===== config.mk =====
export PLATFORM = sky130hd
export DESIGN_NAME = armleocpu_divider_sequencer
export DESIGN_NICKNAME = d
export VERILOG_FILES = /design/src/rtl/armleocpu_divider_sequencer.sv
export SDC_FILE = /design/constraint.sdc
export NUM_CORES = 1
export LEC_CHECK = 0
export CAP_MARGIN = 15
export CORE_ASPECT_RATIO = 0.75
export CORE_UTILIZATION = 40
export DETAILED_ROUTE_END_ITERATION = 10
export GPL_TIMING_DRIVEN = 1
export PLACE_DENSITY_LB_ADDON = 0.25
export SLEW_MARGIN = 10
export SYNTH_ARGS = -nofsm -noshare
export SYNTH_HDL_FRONTEND = slang
export SYNTH_SLANG_ARGS = --single-unit

===== constraint.sdc =====
create_clock -name clk -period 6.07 [get_ports clk]
set_clock_uncertainty 0.1 [all_clocks]
set_input_delay 1.821 -clock clk [delete_from_list [all_inputs] [get_ports clk]]
set_output_delay 1.821 -clock clk [all_outputs]
set_load 0.01 [all_outputs]

===== src/rtl/armleocpu_divider_sequencer.sv =====
// armleocpu_divider_sequencer
// Runs RISC-V DIV/DIVU/REM/REMU on top of an unsigned iterative divider.
// Divide-by-zero and signed overflow are answered locally; every other
// request is reduced to unsigned magnitudes, sent to the divider once, and
// sign-corrected on return. A pipeline kill aborts the operation, draining
// an in-flight divide so the divider is never re-fetched while busy.
module armleocpu_divider_sequencer (
  input  logic        clk,
  input  logic        rst,
  input  logic        req_valid,
  output logic        req_ready,
  input  logic [1:0]  req_op,
  input  logic [31:0] req_rs1,
  input  logic [31:0] req_rs2,
  input  logic        kill,
  output logic        busy,
  output logic        resp_valid,
  output logic [31:0] resp_result,
  output logic        div_fetch,
  output logic [31:0] div_dividend,
  output logic [31:0] div_divisor,
  input  logic        div_ready,
  input  logic [31:0] div_quotient,
  input  logic [31:0] div_remainder,
  input  logic        div_division_by_zero
);

  localparam logic [31:0] INT_MIN  = 32'h8000_0000;
  localparam logic [31:0] ALL_ONES = 32'hFFFF_FFFF;

  typedef enum logic [2:0] {
    S_IDLE  = 3'd0,
    S_ISSUE = 3'd1,
    S_WAIT  = 3'd2,
    S_RESP  = 3'd3,
    S_DRAIN = 3'd4
  } state_t;

  state_t      r_state;
  logic [31:0] r_result;
  logic [31:0] r_dividend;
  logic [31:0] r_divisor;
  logic        r_is_rem;
  logic        r_neg1;
  logic        r_neg2;

  logic        w_accept;
  logic        w_signed;
  logic        w_neg1;
  logic        w_neg2;
  logic [31:0] w_mag1;
  logic [31:0] w_mag2;
  logic        w_div_zero;
  logic        w_overflow;
  logic [31:0] w_special_result;
  logic [31:0] w_quot_fixed;
  logic [31:0] w_rem_fixed;
  logic [31:0] w_div_result;

  // The divider is never handed a zero divisor, so its flag carries no information.
  logic w_unused_div_by_zero;
  assign w_unused_div_by_zero = div_division_by_zero;

  // Request decode: operand signs, magnitudes and the locally-resolved cases.
  always_comb begin
    w_accept   = req_valid && req_ready;
    w_signed   = !req_op[0];
    w_neg1     = w_signed && req_rs1[31];
    w_neg2     = w_signed && req_rs2[31];
    // INT_MIN negates to itself, which is the correct unsigned magnitude.
    w_mag1     = w_neg1 ? (~req_rs1 + 32'd1) : req_rs1;
    w_mag2     = w_neg2 ? (~req_rs2 + 32'd1) : req_rs2;
    w_div_zero = (req_rs2 == 32'd0);
    w_overflow = w_signed && (req_rs1 == INT_MIN) && (req_rs2 == ALL_ONES);
    if (w_div_zero) begin
      w_special_result = req_op[1] ? req_rs1 : ALL_ONES;
    end else begin
      w_special_result = req_op[1] ? 32'd0 : INT_MIN;
    end
  end

  // Sign correction of the divider output: quotient sign is the XOR of the
  // operand signs, remainder takes the dividend's sign.
  always_comb begin
    w_quot_fixed = (r_neg1 ^ r_neg2) ? (~div_quotient + 32'd1) : div_quotient;
    w_rem_fixed  = r_neg1 ? (~div_remainder + 32'd1) : div_remainder;
    w_div_result = r_is_rem ? w_rem_fixed : w_quot_fixed;
  end

  // Sequencer FSM with its operand and result registers.
  always_ff @(posedge clk or posedge rst) begin
    if (rst) begin
      r_state    <= S_IDLE;
      r_result   <= 32'd0;
      r_dividend <= 32'd0;
      r_divisor  <= 32'd0;
      r_is_rem   <= 1'b0;
      r_neg1     <= 1'b0;
      r_neg2     <= 1'b0;
    end else begin
      case (r_state)
        S_IDLE: begin
          if (w_accept) begin
            if (w_div_zero || w_overflow) begin
              r_result <= w_special_result;
              r_state  <= S_RESP;
            end else begin
              r_dividend <= w_mag1;
              r_divisor  <= w_mag2;
              r_is_rem   <= req_op[1];
              r_neg1     <= w_neg1;
              r_neg2     <= w_neg2;
              r_state    <= S_ISSUE;
            end
          end else begin
            r_state <= S_IDLE;
          end
        end
        S_ISSUE: begin
          // A kill here means the divider was never started.
          r_state <= kill ? S_IDLE : S_WAIT;
        end
        S_WAIT: begin
          if (kill) begin
            // Divider finishing in the kill cycle needs no drain.
            r_state <= div_ready ? S_IDLE : S_DRAIN;
          end else if (div_ready) begin
            r_result <= w_div_result;
            r_state  <= S_RESP;
          end else begin
            r_state <= S_WAIT;
          end
        end
        S_RESP: begin
          r_state <= S_IDLE;
        end
        S_DRAIN: begin
          r_state <= div_ready ? S_IDLE : S_DRAIN;
        end
        default: begin
          r_state <= S_IDLE;
        end
      endcase
    end
  end

  assign req_ready    = (r_state == S_IDLE) && !kill;
  assign busy         = (r_state != S_IDLE);
  assign resp_valid   = (r_state == S_RESP) && !kill;
  assign div_fetch    = (r_state == S_ISSUE) && !kill;
  assign resp_result  = r_result;
  assign div_dividend = r_dividend;
  assign div_divisor  = r_divisor;

endmodule


Yosys cells after proc, flatten, opt, wreduce, memory -nomap -nowiden --
Index checks and enable logic that the tools add are counted. Widths: inputs -> output; s select.
Storage, ports and cells: bits of input ports 136, flip-flop bits (word level) 102, output and inout bits 100
Operators by class: equality and inequality tests 10, bitwise gates (word level) 6, reductions and logical operators 17, $add $sub $neg 4, mux-type cells 20
Operators with widths (count):
- $mux 32 | 12
- $add 32x1->32 const B | 4
- $not 32->32 | 4
- $eq 32x32->1 const B | 2
- $pmux 32 s2 | 1
- $logic_not 32->1 | 1
- $pmux 3 s4 | 1
- $mux 3 | 3
- $logic_and 1x1->1 | 8
- $ne 2x2->1 const B | 4
- $eq 3x2->1 const B | 2
- $reduce_and 5->1 | 1
- $mux 2 | 2
- $eq 3x1->1 const B | 1
- $eq 3x3->1 const B | 1
- $logic_not 3->1 | 1
- $reduce_and 3->1 | 1
- $reduce_bool 3->1 | 1
- $logic_not 1->1 | 2
- $reduce_bool 2->1 | 1
- $logic_or 1x1->1 | 1
- $mux 1 | 1
- $not 1->1 | 1
- $xor 1x1->1 | 1

Longest topological paths before layout --
Gate-level depths: netlist of the first run.
depth in word-level cells 7, mapped depth 10, depth with buffers taken out 8

Least setup slack after synthesis of the first run --
OpenSTA, ideal clock, no wires.
path kind in2reg, from input req_rs2[1], to register r_divisor[0], in the netlist div_divisor[0], arrival time 4.135 ns, library setup time 0.127 ns, slack 1.707 ns, stages on the path 10, cell sequence inv_1 -> ha_1 -> or3b_1 -> or3_1 -> clkbuf_1 -> nor4_4 -> nor3_1 -> buf_2 -> buf_6 -> mux2_1
Between the ends: cells in the longest elaborated chain, start to end 5, elaborated cells between the ends (all ways) 6, those cells by class eq/ne (1); bitwise (1); reduce/logical (4)
Ends and longest elaborated chain:
- start, declared | RTL line 14 | input logic [31:0] req_rs2,
- $eq 32x32->1 | RTL line 74 | w_overflow = w_signed && (req_rs1 == INT_MIN) && (req_rs2 == ALL_ONES);
- $logic_and 1x1->1 | RTL line 74
- $logic_or 1x1->1 * | RTL line 104 | if (w_div_zero || w_overflow) begin
- $not 1->1 (no line) *
- $reduce_and 3->1 (no line) *
- end signal, assigned | RTL line 109 | r_divisor <= w_mag2;
- end, declared | RTL line 42 | logic [31:0] r_divisor;
Mark *: on every way between the ends. The rest lies on a longest branch, timed or not. A chain may end at the register's enable or synchronous reset.

Worst setup path after layout of the first run --
from input kill, to output req_ready
Between the ends: cells in the longest elaborated chain, start to end 2
Ends and longest elaborated chain:
- start, declared | RTL line 15 | input logic kill,
- $logic_not 1->1 | RTL line 147 | assign req_ready = (r_state == S_IDLE) && !kill;
- $logic_and 1x1->1 | RTL line 147
- end, declared | RTL line 11 | output logic req_ready,
No other way between the ends.

==> results.md, run 1 <==
Finish:
- The layout-stage area growth over the synthesis result is 35.7%.
- The net count of the finished layout is between 1000 and 1500.
- The post-layout instance count excluding filler cells is about 1300.
- The antenna cell count is 0.
- The post-route netlist has about a tenth of its cells at a drive strength greater than 1.
- The number of inserted filler cells in the final layout is between 1500 and 2000.

Power:
- The analysis attributes to net switching a power of 0.00102 W.
- The power density relative to cell area is between 200 and 300 nW/µm².
- Of the total power, the share spent switching nets is between 30% and 40%.
- The internal portion of the total power is 0.00201 W.
- In this run, the combinational gates consume between 40% and 50% of the power.
- The leakage power of the design is just over 4 nW.
- The fraction of power consumed by the clock network is between 10% and 20%.
- The worst IR drop on VDD is 0.000150 V.
- The sequential share of power is between 30% and 40%.

GRT:
- The total track usage is 24.2%.
- Global routing used approximately a third of the available met1 tracks.
- For this run, global-route usage on met3 was measured as 5.54%.
- The global routing met2 resource utilization is a little over a third.
- Entering global routing, the biggest net connects 77 pins.
- The global-route wire length before repair is 37.5 mm.
- The number of antenna violations at the first check in global routing was 0.
- The total overflow left after global routing is 0.
- The number of global-route vias before repair is about 6800.
- The layer with the highest usage after global routing is met2.

Setup path:
- The worst setup path is captured at an output pin.
- Measured in cells, the most critical reg-to-reg path has a length of 6.
- In this design, the stage delay of the slowest critical-path cell is between 0.6 and 0.7 ns.
- Together, buffers and inverters on the worst path number 2.
- Grouping stages by cell kind, the critical path spends the most delay in buffers and inverters.
- The number of cells on the critical path is 3.
- The highest-delay cell along the critical path is clkdlybuf4s50_1.
- In this run the worst path has a maximum fanout of 4.
- Traced cell by cell, the critical path runs through clkdlybuf4s50_1 -> nor4_1 -> clkdlybuf4s50_1.
- The cell occurring most often along the worst timing path is clkdlybuf4s50_1.
- The type of the worst setup path is input port to output pin.
- The data required time of the worst path is approximately 4.2 ns.
- The arrival time of the worst setup path is ~3.3 ns.
- The startpoint type of the worst setup path is an input port.

Floorplanning:
- The initialized floorplan defines 43 standard-cell rows.
- The number of placed I/O pins is 236.
- The die covers about 20000 µm².
- The die height is ~120 µm.
- The core outline area is 18800 µm².
- For this configuration, the core starts out at a cell density of roughly 42%.
- In this run the horizontal extent of the chip is 163 µm.

Drt:
- The first-pass iteration count of the detailed router is 5.
- The routed via count divided by cell count is approximately 5.7.
- Once detail routing completed, the nets flagged for antenna violations numbered 0.
- The via count is ~7300.
- The first-iteration detailed-routing DRC count is just under 600.
- The wire length reported by the detailed router is about 24 mm.
- The total DRC errors in the routed layout is 0.
- In the final routed layout, each cell accounts on average for about 19 µm.

Logic synthesis:
- Summing the areas of all compound-gate instances in the mapped netlist gives between 15 and 20% of the synthesized area.
- The number of nets in the synthesized netlist is around 960.
- The sequential fraction of the synthesis area is about a third.
- The number of synthesized register bits is 102.
- In this run, distinct cell masters in the synthesized netlist total between 60 and 70.
- The share of the synthesized netlist area taken by xor and xnor gates is between 10% and 20%.
- The area share of fa/ha/maj cells after synthesis is less than 1%.
- The proportion of synthesized flip-flops having asynchronous set or reset is 100%.
- Summing every instance area after synthesis gives around 8000 µm².
- Counting flops with a built-in enable in the synthesized netlist gives 0.
- After Yosys synthesis, and, or, nand and nor cells account for ~18% of the synthesized area.
- Dividing the synthesized area by the synthesized cell count gives 9.50 µm².
- For this run, the leading register cell type out of synthesis is dfrtp_1.
- The dominant combinational cell family by area after synthesis is simple AND/OR/NAND/NOR gates.
- Yosys printed 0 warnings.
- The proportion of synthesized area in mux cells is between 10% and 20%.
- The synthesized netlist cell count is between 800 and 900.

STA:
- The max-slew violation count is 0.
- The routed design could run at a clock period as short as 5.26 ns.
- Dividing the final minimum period by the clock period gives between 80% and 90%.
- Derived from the worst setup path, the maximum achievable clock frequency is approximately 190 MHz.
- The final-report hold violation count came to 0.
- Setup repair after global routing left no endpoint under its margin.
- The setup TNS is 0 ns.
- Measured against its own limit, the worst slew margin works out to 26.9%.
- For the pin with the worst max-slew slack, the measured transition is 1.09 ns.
- The setup-violating endpoint count in the final report is 0.
- The worst setup margin is between 0.8 and 0.9 ns.

Outcome:
- The run finished with clean final reports.

Place:
- The post-placement worst setup slack is roughly 0.69 ns.
- The cell count after placement is around 1300.
- The placer's final routability congestion estimate is 0.908.
- The HPWL after detailed placement is 19.1 mm.
- During placement, the flow inserted port buffers numbering roughly 230.

Min path:
- The instance count along the most critical hold path is 1.
- The min-delay analysis places its worst path in the category flop to flop.

Clocking:
- The number of CTS-inserted buffers is 9.
- CTS built an H-tree with a depth of 3.
- The clock passes through at most 2 buffers.
- The hold buffer count at CTS is 0.
- Buffers added to address setup during post-CTS repair amount to 0.
- The CTS tree is done.
- Clock tree synthesis selected as its root buffer the cell clkbuf_16.
- The total clock sinks is 102.
- The clock-pin slew of the registers on the worst-case setup and hold paths is 0.07 ns.
- At the later pin of the worst-skew pair, clock insertion delay measures 0.35 ns.
- The number of gates given a new drive strength after cts is 0.

Flow run:
- Across the run, the number of max-cap violations was 0.
## cell families after synthesis
| group | count (synthesis) |
|---|---|
| flops | 102 |
| mux | 95 |
| compound gates | 184 |
| simple gates | 244 |
| xor+xnor | 114 |
| buf+inv | 76 |
| fa+ha+maj | 5 |
## cell type report
cell class / count / area [µm²] / area share [%]
Clock buffer: 11 / 243 / 2.30
Clock inverter: 5 / 58.8 / 0.556
Inverter: 25 / 96.3 / 0.911
Multi-Input combinational cell: 642 / 4860 / 46.0
Sequential cell: 102 / 2550 / 24.1
Tap cell: 247 / 309 / 2.92
Timing Repair Buffer: 249 / 2450 / 23.2
## routing by layer
layer | wire [µm] | part of all wire (%)
met1 | 11400 | 47
met2 | 10800 | 44
met4 | 357 | 1.5
met3 | 1790 | 7.3
met5 | 0 | 0
## registers in the layout, indices dropped and copies added, names as in the netlist
signal and cells:
resp_result 32, r_neg1 1, div_dividend 32, r_neg2 1, r_state 3, r_is_rem 1
div_divisor 32
## placed cells by master, fill, tap and decap left out, types with 16 or more instances in the layout
master and n:
a21oi_1 41, clkdlybuf4s50_1 234, dfrtp_1 102, inv_1 24, mux2_1 37, mux2_2 45, nand2_1 32, nor2_1 47
nor2b_1 22, nor3_1 20, nor4_1 20, o21ai_0 26, o31ai_1 24, o41ai_1 16, or4_1 17, xnor2_1 65
xor2_1 49
## Yosys cell counts (11+ instances only)
cell type  number  share of area (%)
a21oi_1        41                2.6
a31oi_1        15                1.2
clkbuf_1       34                1.6
dfrtp_1       102                 33
inv_1          25                1.2
mux2_1         37                5.3
mux2_2         45                6.5
mux2i_1        13                1.7
nand2_1        32                1.5
nand2b_1       12               0.96
nand3_1        11               0.71
nor2_1         47                2.3
nor2b_1        22                1.8
nor3_1         21                1.3
nor4_1         20                1.6
o21ai_0        26                1.7
o31ai_1        24                2.3
o41ai_1        16                1.8
or3_1          15                1.2
or4_1          17                1.6
xnor2_1        65                7.3
xor2_1         49                5.5
## through the flow
stage          hold WS [ns]  util, %  instance area (µm²)  power (W)
2_1_floorplan         0.429        -                 7790    0.00173
3_3_place_gp          0.368     54.7                10300    0.00243
3_5_place_dp          0.375     54.7                10300    0.00245
4_1_cts               0.391     56.3                10600    0.00305
5_1_grt               0.406     56.3                10600    0.00321
6_report              0.385     56.3                10600    0.00303
## worst paths after layout
check                                             from                     endpoint  slack [ns]
max                                               kill                    req_ready        0.81
min                        div_divisor[10]$_DFFE_PP0P_  div_divisor[10]$_DFFE_PP0P_        0.39
max reg2reg                       r_is_rem$_DFFE_PP0P_  resp_result[15]$_DFFE_PP0P_        3.25
min reg2reg                div_divisor[10]$_DFFE_PP0P_  div_divisor[10]$_DFFE_PP0P_        0.39
max in group asynchronous                          rst   resp_result[7]$_DFFE_PP0P_        2.99
min in group asynchronous                          rst  div_dividend[5]$_DFFE_PP0P_        1.92
## worst register-to-register path: stages, from the launching register on
cell and delay [ns]:
dfrtp_1 0.99, inv_1 0.58, nand2_1 0.39, nor3_1 0.09
a21oi_1 0.16, o211ai_1 0.12, mux2_2 0.28
## power groups by stage
stage | Clock [W] | Combinational, W | Sequential, W
final | 0.000593 | 0.00139 | 0.00104
after global routing | 0.000631 | 0.00151 | 0.00107
after global placement | 0 | 0.00138 | 0.00105
after CTS | 0.000603 | 0.00140 | 0.00104
after floorplan | 0 | 0.000624 | 0.00110
after detailed placement | 0 | 0.00140 | 0.00105
No activity file was read; power rests on OpenSTA's default activity.
==> run 2: changes to the inputs <==
Settings changed: CORE_MARGIN set to 2.
==> results.md, run 2 (synthesized netlist as in run 1, its figures left out) <==
Outcome:
- The run finished with clean final reports.

Min path:
- The worst hold path belongs to the class flop to flop.

Floorplanning:
- The die area is 20600 µm² (+2.9%).
- The core outline area is 19200 µm² (+2.3%).
- The number of placed I/O pins is 236 (unchanged).
- The initial cell density of the core is 40.6% (-0.94 points).
- The die height is 125 µm (+1.6%).
- The die width was 165 µm (+1.2%).
- The row count is 44 (+2.3%).

Clocking:
- The total clock sinks came to 102 (unchanged).
- TritonCTS built the clock tree.
- The later-pin clock latency in the skew report is 0.34 ns (about the same).
- The number of buffers on the longest clock path came to 2 (unchanged).
- The number of CTS-inserted buffers was 9 (unchanged).
- The hold buffer count at CTS is 0 (unchanged).
- The clock root buffer is clkbuf_16.
- The number of gates given a new drive strength after cts came to 0 (unchanged).
- The count of buffers added by post-CTS timing repair for setup is 0 (unchanged).
- The level count of the clock H-tree was 3 (unchanged).
- The clock-pin slew of the registers on the worst-case setup and hold paths is 0.07 ns (about the same).

Setup path:
- The category of the worst setup path capture point is an output pin.
- Following the worst setup path forward leads to its endpoint at req_ready.
- The type of the worst setup path is input port to output pin.
- The critical-path maximum fanout is 4 (unchanged).
- The launching point of the worst reg2reg path is r_is_rem$_DFFE_PP0P_.
- STA classifies the critical path startpoint as an input port.
- The number of cells on the worst reg-to-reg path is 6 (unchanged).
- The internal reg-to-reg setup slack is 3.19 ns (-0.06 ns).
- In this run the worst setup path begins at kill.
- The endpoint of the lowest-slack register-to-register path is resp_result[25]$_DFFE_PP0P_.
- The data required time of the worst path came to 4.15 ns (about the same).
- The arrival time of the worst setup path is 3.29 ns (-0.05 ns).

STA:
- The minimum clock period was 5.21 ns (-0.0569 ns).
- The final-report hold violation count came to 0 (unchanged).
- The max-slew headroom at the worst pin is 27.4% (+0.49 points).
- The final-layout worst hold slack is 0.388 ns (+0.00330 ns).
- The final worst-path cycle share is 85.8% (-0.94 points).
- The setup TNS was 0 ns (unchanged).
- The achievable clock frequency is 192 MHz (+1.1%).
- The slew at the pin closest to its max-slew limit is 1.09 ns (+0.000399 ns).
- The setup-violating endpoint count in the final report was 0 (unchanged).
- The max-slew violation count was 0 (unchanged).
- Setup repair after global routing left no endpoint under its margin.

Drt:
- The detail-routed net length per standard cell is 19.0 µm (+0.39%).
- The wire length reported by the detailed router is 24.5 mm (+0.86%).
- The final antenna-violating net count was 0 (unchanged).
- The routed via count divided by cell count is 5.66 (-0.71%).
- The total DRC errors in the routed layout came to 0 (unchanged).
- The first-iteration detailed-routing DRC count is 589 (+0.17%).
- The first-pass iteration count of the detailed router came to 9 (+4).
- The via count is 7278 (-0.25%).

Finish:
- The ratio of cells with drive above 1 in the final layout was 10.6% (+0.097 points).
- The top cell types in the final layout, fill and taps aside, are clkdlybuf4s50_1, dfrtp_1, xnor2_1, xor2_1, nor2_1.
- The final design utilization is 55.1% (-1.2 points).
- Leaving out fill and tap cells, the most frequent cell in the layout is clkdlybuf4s50_1.
- The net count of the finished layout is 1170 (unchanged).
- The layout-stage area growth over the synthesis result is 35.8%.
- The post-layout instance count excluding filler cells is 1287 (+0.47%).
- The number of inserted filler cells in the final layout is 1758 (+2.8%).
- The antenna cell count is 0 (unchanged).

GRT:
- The global-route wire length before repair is 38.1 mm (+1.6%).
- The maximum number of pins on one net before global-route repair is 77 (unchanged).
- The number of antenna violations at the first check in global routing came to 0 (unchanged).
- The total congestion overflow after global routing is 0 (unchanged).
- The number of global-route vias before repair is 6976 (+3.0%).
- The total track usage is 23.4% (-0.81 points).

Place:
- The cell count after placement was 1271 (+0.55%).
- The HPWL after detailed placement is 19.3 mm (+1.3%).
- The placer's final routability congestion estimate was 0.868 (-4.4%).
- The number of I/O port buffers is 234 (unchanged).

Flow run:
- The max-capacitance violation count is 0 (unchanged).

Power:
- The leakage power of the design is 4.03 nW (+0.12%).
- The worst IR drop on VDD came to 0.000167 V (+11%).
- The power density relative to cell area was 287 nW/µm² (+0.26%).
- The total chip power is 0.00304 W (+0.38%).
## run 2: changes by cell type in the layout (fill, tap and decap cells not counted)
cell and change:
clkbuf_1 -1, clkinv_4 -1, inv_6 +2
## run 2: how the worst min path moves through the flow
| stage | cells after the start | slack, ns | end | startpoint |
|---|---|---|---|---|
| after global placement | 1 | 0.37 | div_divisor[18]$_DFFE_PP0P_ | div_divisor[18]$_DFFE_PP0P_ |
| after global routing | 1 | 0.41 | div_divisor[10]$_DFFE_PP0P_ | div_divisor[10]$_DFFE_PP0P_ |
| after detailed placement | 1 | 0.38 | resp_result[8]$_DFFE_PP0P_ | resp_result[8]$_DFFE_PP0P_ |
| final | 1 | 0.39 | div_divisor[7]$_DFFE_PP0P_ | div_divisor[7]$_DFFE_PP0P_ |
| after CTS | 1 | 0.40 | div_divisor[16]$_DFFE_PP0P_ | div_divisor[16]$_DFFE_PP0P_ |
| after floorplan | 1 | 0.43 | div_divisor[0]$_DFFE_PP0P_ | div_divisor[0]$_DFFE_PP0P_ |
## run 2: metal layers
layer / wire [µm] / track usage [%] / vias up
li1: - / - / 3475
met1: 11400 / 33.9 / 3491
met2: 10800 / 35.1 / 287
met3: 2080 / 6.36 / 25
met4: 325 / 4.04 / 0
met5: 0 / 0 / -
## run 2: through the flow
step / setup slack [ns] / instance area, µm²
after floorplan: 1.47 / 7790
after global placement: 0.751 / 10300
after detailed placement: 0.727 / 10300
after CTS: 0.866 / 10600
after global routing: 0.781 / 10600
final: 0.864 / 10600
## run 2: power breakdown
part	switching, W	internal, W	total [W]
Combinational	0.000613	0.000785	0.00140
Clock	0.000267	0.000334	0.000601
Sequential	0.000150	0.000892	0.00104
## run 2: final cells by class
| cell class | instances | area, µm² | area share (%) |
|---|---|---|---|
| multi-input cells | 642 | 4860 | 45.9 |
| clock buffers | 10 | 239 | 2.26 |
| well taps | 253 | 317 | 2.99 |
| inverters | 25 | 96.3 | 0.910 |
| clock inverters | 6 | 67.6 | 0.638 |
| repair buffers | 249 | 2450 | 23.2 |
| flip-flops and latches | 102 | 2550 | 24.1 |
## run 2: critical path: stages
cell and delay [ns]:
clkdlybuf4s50_1 0.47, nor4_1 0.38, clkdlybuf4s50_1 0.61
==> run 3: changes to the inputs <==
Settings changed: ABC_AREA set to 1, SKIP_CTS_REPAIR_TIMING set to 1.
==> results.md, run 3 <==
Floorplanning:
- The row count is 46 (+4.5%).
- The initial cell density of the core came to 40.6% (about the same).
- The die width is 173 µm (+4.5%).
- The core outline area is 21000 µm² (+9.3%).
- The number of placed I/O pins came to 236 (unchanged).
- The die height was 130 µm (+4.4%).
- The die area is 22500 µm² (+9.1%).

STA:
- The final-report hold violation count is 0 (unchanged).
- The minimum clock period is 5.14 ns (-0.0708 ns).
- The setup TNS was 0 ns (unchanged).
- The final-layout worst hold slack is 0.380 ns (-0.00844 ns).
- The worst setup margin is 0.934 ns (+0.0708 ns).
- The max-slew violation count was 0 (unchanged).
- Setup repair after global routing left no endpoint under its margin.
- The achievable clock frequency is 195 MHz (+1.4%).
- The max-slew headroom at the worst pin came to 30.8% (+3.4 points).
- The final worst-path cycle share is 84.6% (-1.2 points).
- The setup-violating endpoint count in the final report is 0 (unchanged).
- The slew at the pin closest to its max-slew limit was 1.04 ns (-0.0501 ns).

GRT:
- The global routing met2 resource utilization is 37.9% (+2.8 points).
- The global routing met1 resource utilization is 39.9% (+6.0 points).
- The global-route wire length before repair is 46.5 mm (+22%).
- The met3 track demand over resource in global routing is 4.54% (-1.8 points).
- The total congestion overflow after global routing is 0 (unchanged).
- The total track usage was 25.8% (+2.4 points).
- The number of global-route vias before repair is 8731 (+25%).
- The layer with the highest usage after global routing is met1.
- The number of antenna violations at the first check in global routing came to 0 (unchanged).
- The maximum number of pins on one net before global-route repair is 74 (-3.9%).

Logic synthesis:
- The share of the synthesized netlist area taken by xor and xnor gates is 5.45% (-7.4 points).
- The proportion of synthesized flip-flops having asynchronous set or reset is 100% (unchanged).
- The top flip-flop cell by instance count after synthesis is dfrtp_1.
- The post-synthesis share of cell area spent on and, or, nand and nor gates is 42.8% (+24 points).
- The sequential fraction of the synthesis area is 29.9% (-2.8 points).
- The count of yosys warnings during synthesis was 0 (unchanged).
- The number of nets in the synthesized netlist was 1522 (+58%).
- The count of flip-flops with a built-in enable after synthesis is 0 (unchanged).
- The cell area after synthesis is 8520 µm² (+9.4%).
- The average size of a mapped cell was 6.17 µm² (-35%).
- After synthesis, the cell types taking the most area are dfrtp_1, nand2_1, nor2_1, nand3_1, inv_1.
- The most frequently used cell type in the post-synthesis netlist is nand2_1.
- The number of synthesized register bits is 102 (unchanged).
- The synthesized-area fraction occupied by ao, oa, aoi and oai cells is 12.0% (-4.8 points).
- The dominant combinational cell family by area after synthesis is simple AND/OR/NAND/NOR gates.
- The cell type with the largest total area after synthesis is dfrtp_1.
- The synthesized netlist cell count is 1381 (+68%).
- In the synthesized netlist, the cells that appear most often are nand2_1, nor2_1, inv_1, nand3_1, dfrtp_1.
- The area share of fa/ha/maj cells after synthesis is 0.734% (-0.069 points).
- The area share of the leading cell type in the synthesized netlist was 29.9% (-2.8 points).
- The proportion of synthesized area in mux cells is 0% (-14 points).
- The unique cell type count in the Yosys netlist is 43 (-37%).

Clocking:
- The number of CTS-inserted buffers was 9 (unchanged).
- The clock root buffer is clkbuf_16.
- The total clock sinks is 102 (unchanged).
- The number of buffers on the longest clock path was 2 (unchanged).
- The later-pin clock latency in the skew report is 0.35 ns (about the same).
- The clock-pin slew of the registers on the worst-case setup and hold paths came to 0.07 ns (about the same).
- TritonCTS built the clock tree.
- The level count of the clock H-tree was 3 (unchanged).

Finish:
- The commonest non-fill, non-tap cell in the layout is nand2_1.
- The antenna cell count came to 0 (unchanged).
- The area growth from synthesis to layout is 32.5%.
- The net count of the finished layout came to 1727 (+48%).
- The top cell types in the final layout, fill and taps aside, are nand2_1, clkdlybuf4s50_1, nor2_1, inv_1, nand3_1.
- The ratio of cells with drive above 1 in the final layout is 5.09% (-5.5 points).

Drt:
- The final antenna-violating net count is 0 (unchanged).
- The total DRC errors in the routed layout came to 0 (unchanged).
- The wire length reported by the detailed router is 29.2 mm (+19%).
- The via count was 9519 (+31%).
- The first-pass iteration count of the detailed router is 5 (-4).
- The detail-routed net length per standard cell came to 15.5 µm (-18%).
- The first-iteration detailed-routing DRC count is 1068 (+81%).
- The routed via count divided by cell count is 5.07 (-10%).

Power:
- The total chip power is 0.00300 W (-1.4%).
- The leakage power of the design is 5.39 nW (+34%).
- The worst IR drop on VDD was 0.000162 V (-3.2%).
- The switching power as a share of total power is 40.1% (+6.2 points).
- The part of the power in combinational logic is 48.8% (+2.8 points).
- The sequential share of power is 32.3% (-2.0 points).
- The power density relative to cell area was 265 nW/µm² (-7.6%).
- The fraction of power consumed by the clock network is 18.9% (-0.9 points).
- The switching power is 0.00120 W (+17%).
- The internal portion of total power is 0.00180 W (-11%).

Setup path:
- The arrival time of the worst setup path is 3.21 ns (-0.08 ns).
- The data required time of the worst path is 4.15 ns (about the same).
- The peak per-stage delay on the critical path is 0.58 ns (-0.03 ns).
- Traced cell by cell, the critical path runs through clkdlybuf4s50_1 -> nor2_1 -> inv_1 -> nor3_1 -> clkdlybuf4s50_1.
- The cell type group with the largest total delay on the critical path is buffers and inverters.
- The critical-path maximum fanout is 3 (-1).
- Among the stages of the critical path, the cell type that occurs most often is clkdlybuf4s50_1.
- The worst setup path is launched from an input port.
- The type of the worst setup path is input port to output pin.
- The number of buffer and inverter stages on the critical path came to 3 (+1).
- The highest-delay cell along the critical path is clkdlybuf4s50_1.
- The category of the worst setup path capture point is an output pin.

Place:
- The number of I/O port buffers is 234 (unchanged).
- The post-placement worst setup slack is 0.948 ns (+0.221 ns).
- The placer's final routability congestion estimate is 0.946 (+9.0%).
- The HPWL after detailed placement is 23.0 mm (+19%).

Min path:
- In this run the worst hold path is classified as flop to flop.

Flow run:
- The max-capacitance violation count is 0 (unchanged).

Outcome:
- The flow ran to the end, and the final reports show no timing, DRC or antenna violations.
run 3: tightest hold or removal path: cells and delay by family, from the launching register on:
kind	cells	cell delay, ns
flops	1	0.34
simple gates	2	0.11
run 3: power by group through the flow:
stage / clock [W] / combinational, W / sequential, W
6_report: 0.000566 / 0.00146 / 0.000970
4_1_cts: 0.000576 / 0.00147 / 0.000970
5_1_grt: 0.000595 / 0.00163 / 0.000993
3_5_place_dp: 0 / 0.00146 / 0.000979
3_3_place_gp: 0 / 0.00144 / 0.000979
2_1_floorplan: 0 / 0.000708 / 0.00105
run 3: area by class of cell:
| class | instances | area, µm² |
|---|---|---|
| multi-input cells | 1102 | 5200 |
| clock inverters | 5 | 42.5 |
| clock buffers | 11 | 233 |
| well taps | 288 | 360 |
| fillers | 2119 | 9710 |
| flip-flops and latches | 102 | 2550 |
| repair buffers | 244 | 2430 |
| inverters | 127 | 482 |
run 3: kinds of logic (layout without fill, tap and decap cells):
logic type,count (synthesis),count (layout)
AOI/OAI and AO/OA,172,172
and+or+nand+nor,872,872
buffers and inverters,177,387
DFF,102,102
xor gates and xnor gates,53,53
adders and majority gates,5,5
run 3: per-stage QoR:
step           cell area [µm²]  std cells  utilization, %
3_5_place_dp             11000       1863            52.5
5_1_grt                  11300       1879            53.8
2_1_floorplan             8520       1381               -
4_1_cts                  11300       1879            53.8
3_3_place_gp             11000       1863            52.5
6_report                 11300       1879            53.8
run 3: path summary, 6_finish.rpt:
check / cells past startpoint / start / slack (ns) / to
setup / recovery: 5 / kill / 0.93 / div_fetch
hold / removal: 2 / resp_result[22]$_DFFE_PP0P_ / 0.38 / resp_result[22]$_DFFE_PP0P_
setup reg to reg: 14 / r_neg1$_DFFE_PP0P_ / 2.75 / resp_result[28]$_DFFE_PP0P_
hold reg to reg: 2 / resp_result[22]$_DFFE_PP0P_ / 0.38 / resp_result[22]$_DFFE_PP0P_
max in group asynchronous: 3 / rst / 3.01 / resp_result[14]$_DFFE_PP0P_
min in group asynchronous: 2 / rst / 1.91 / div_divisor[19]$_DFFE_PP0P_
run 3: layer usage:
layer,vias up,share of wire [%]
li1,4809,-
met1,4345,50
met2,335,41
met3,30,7.4
met4,0,1.2
met5,-,0
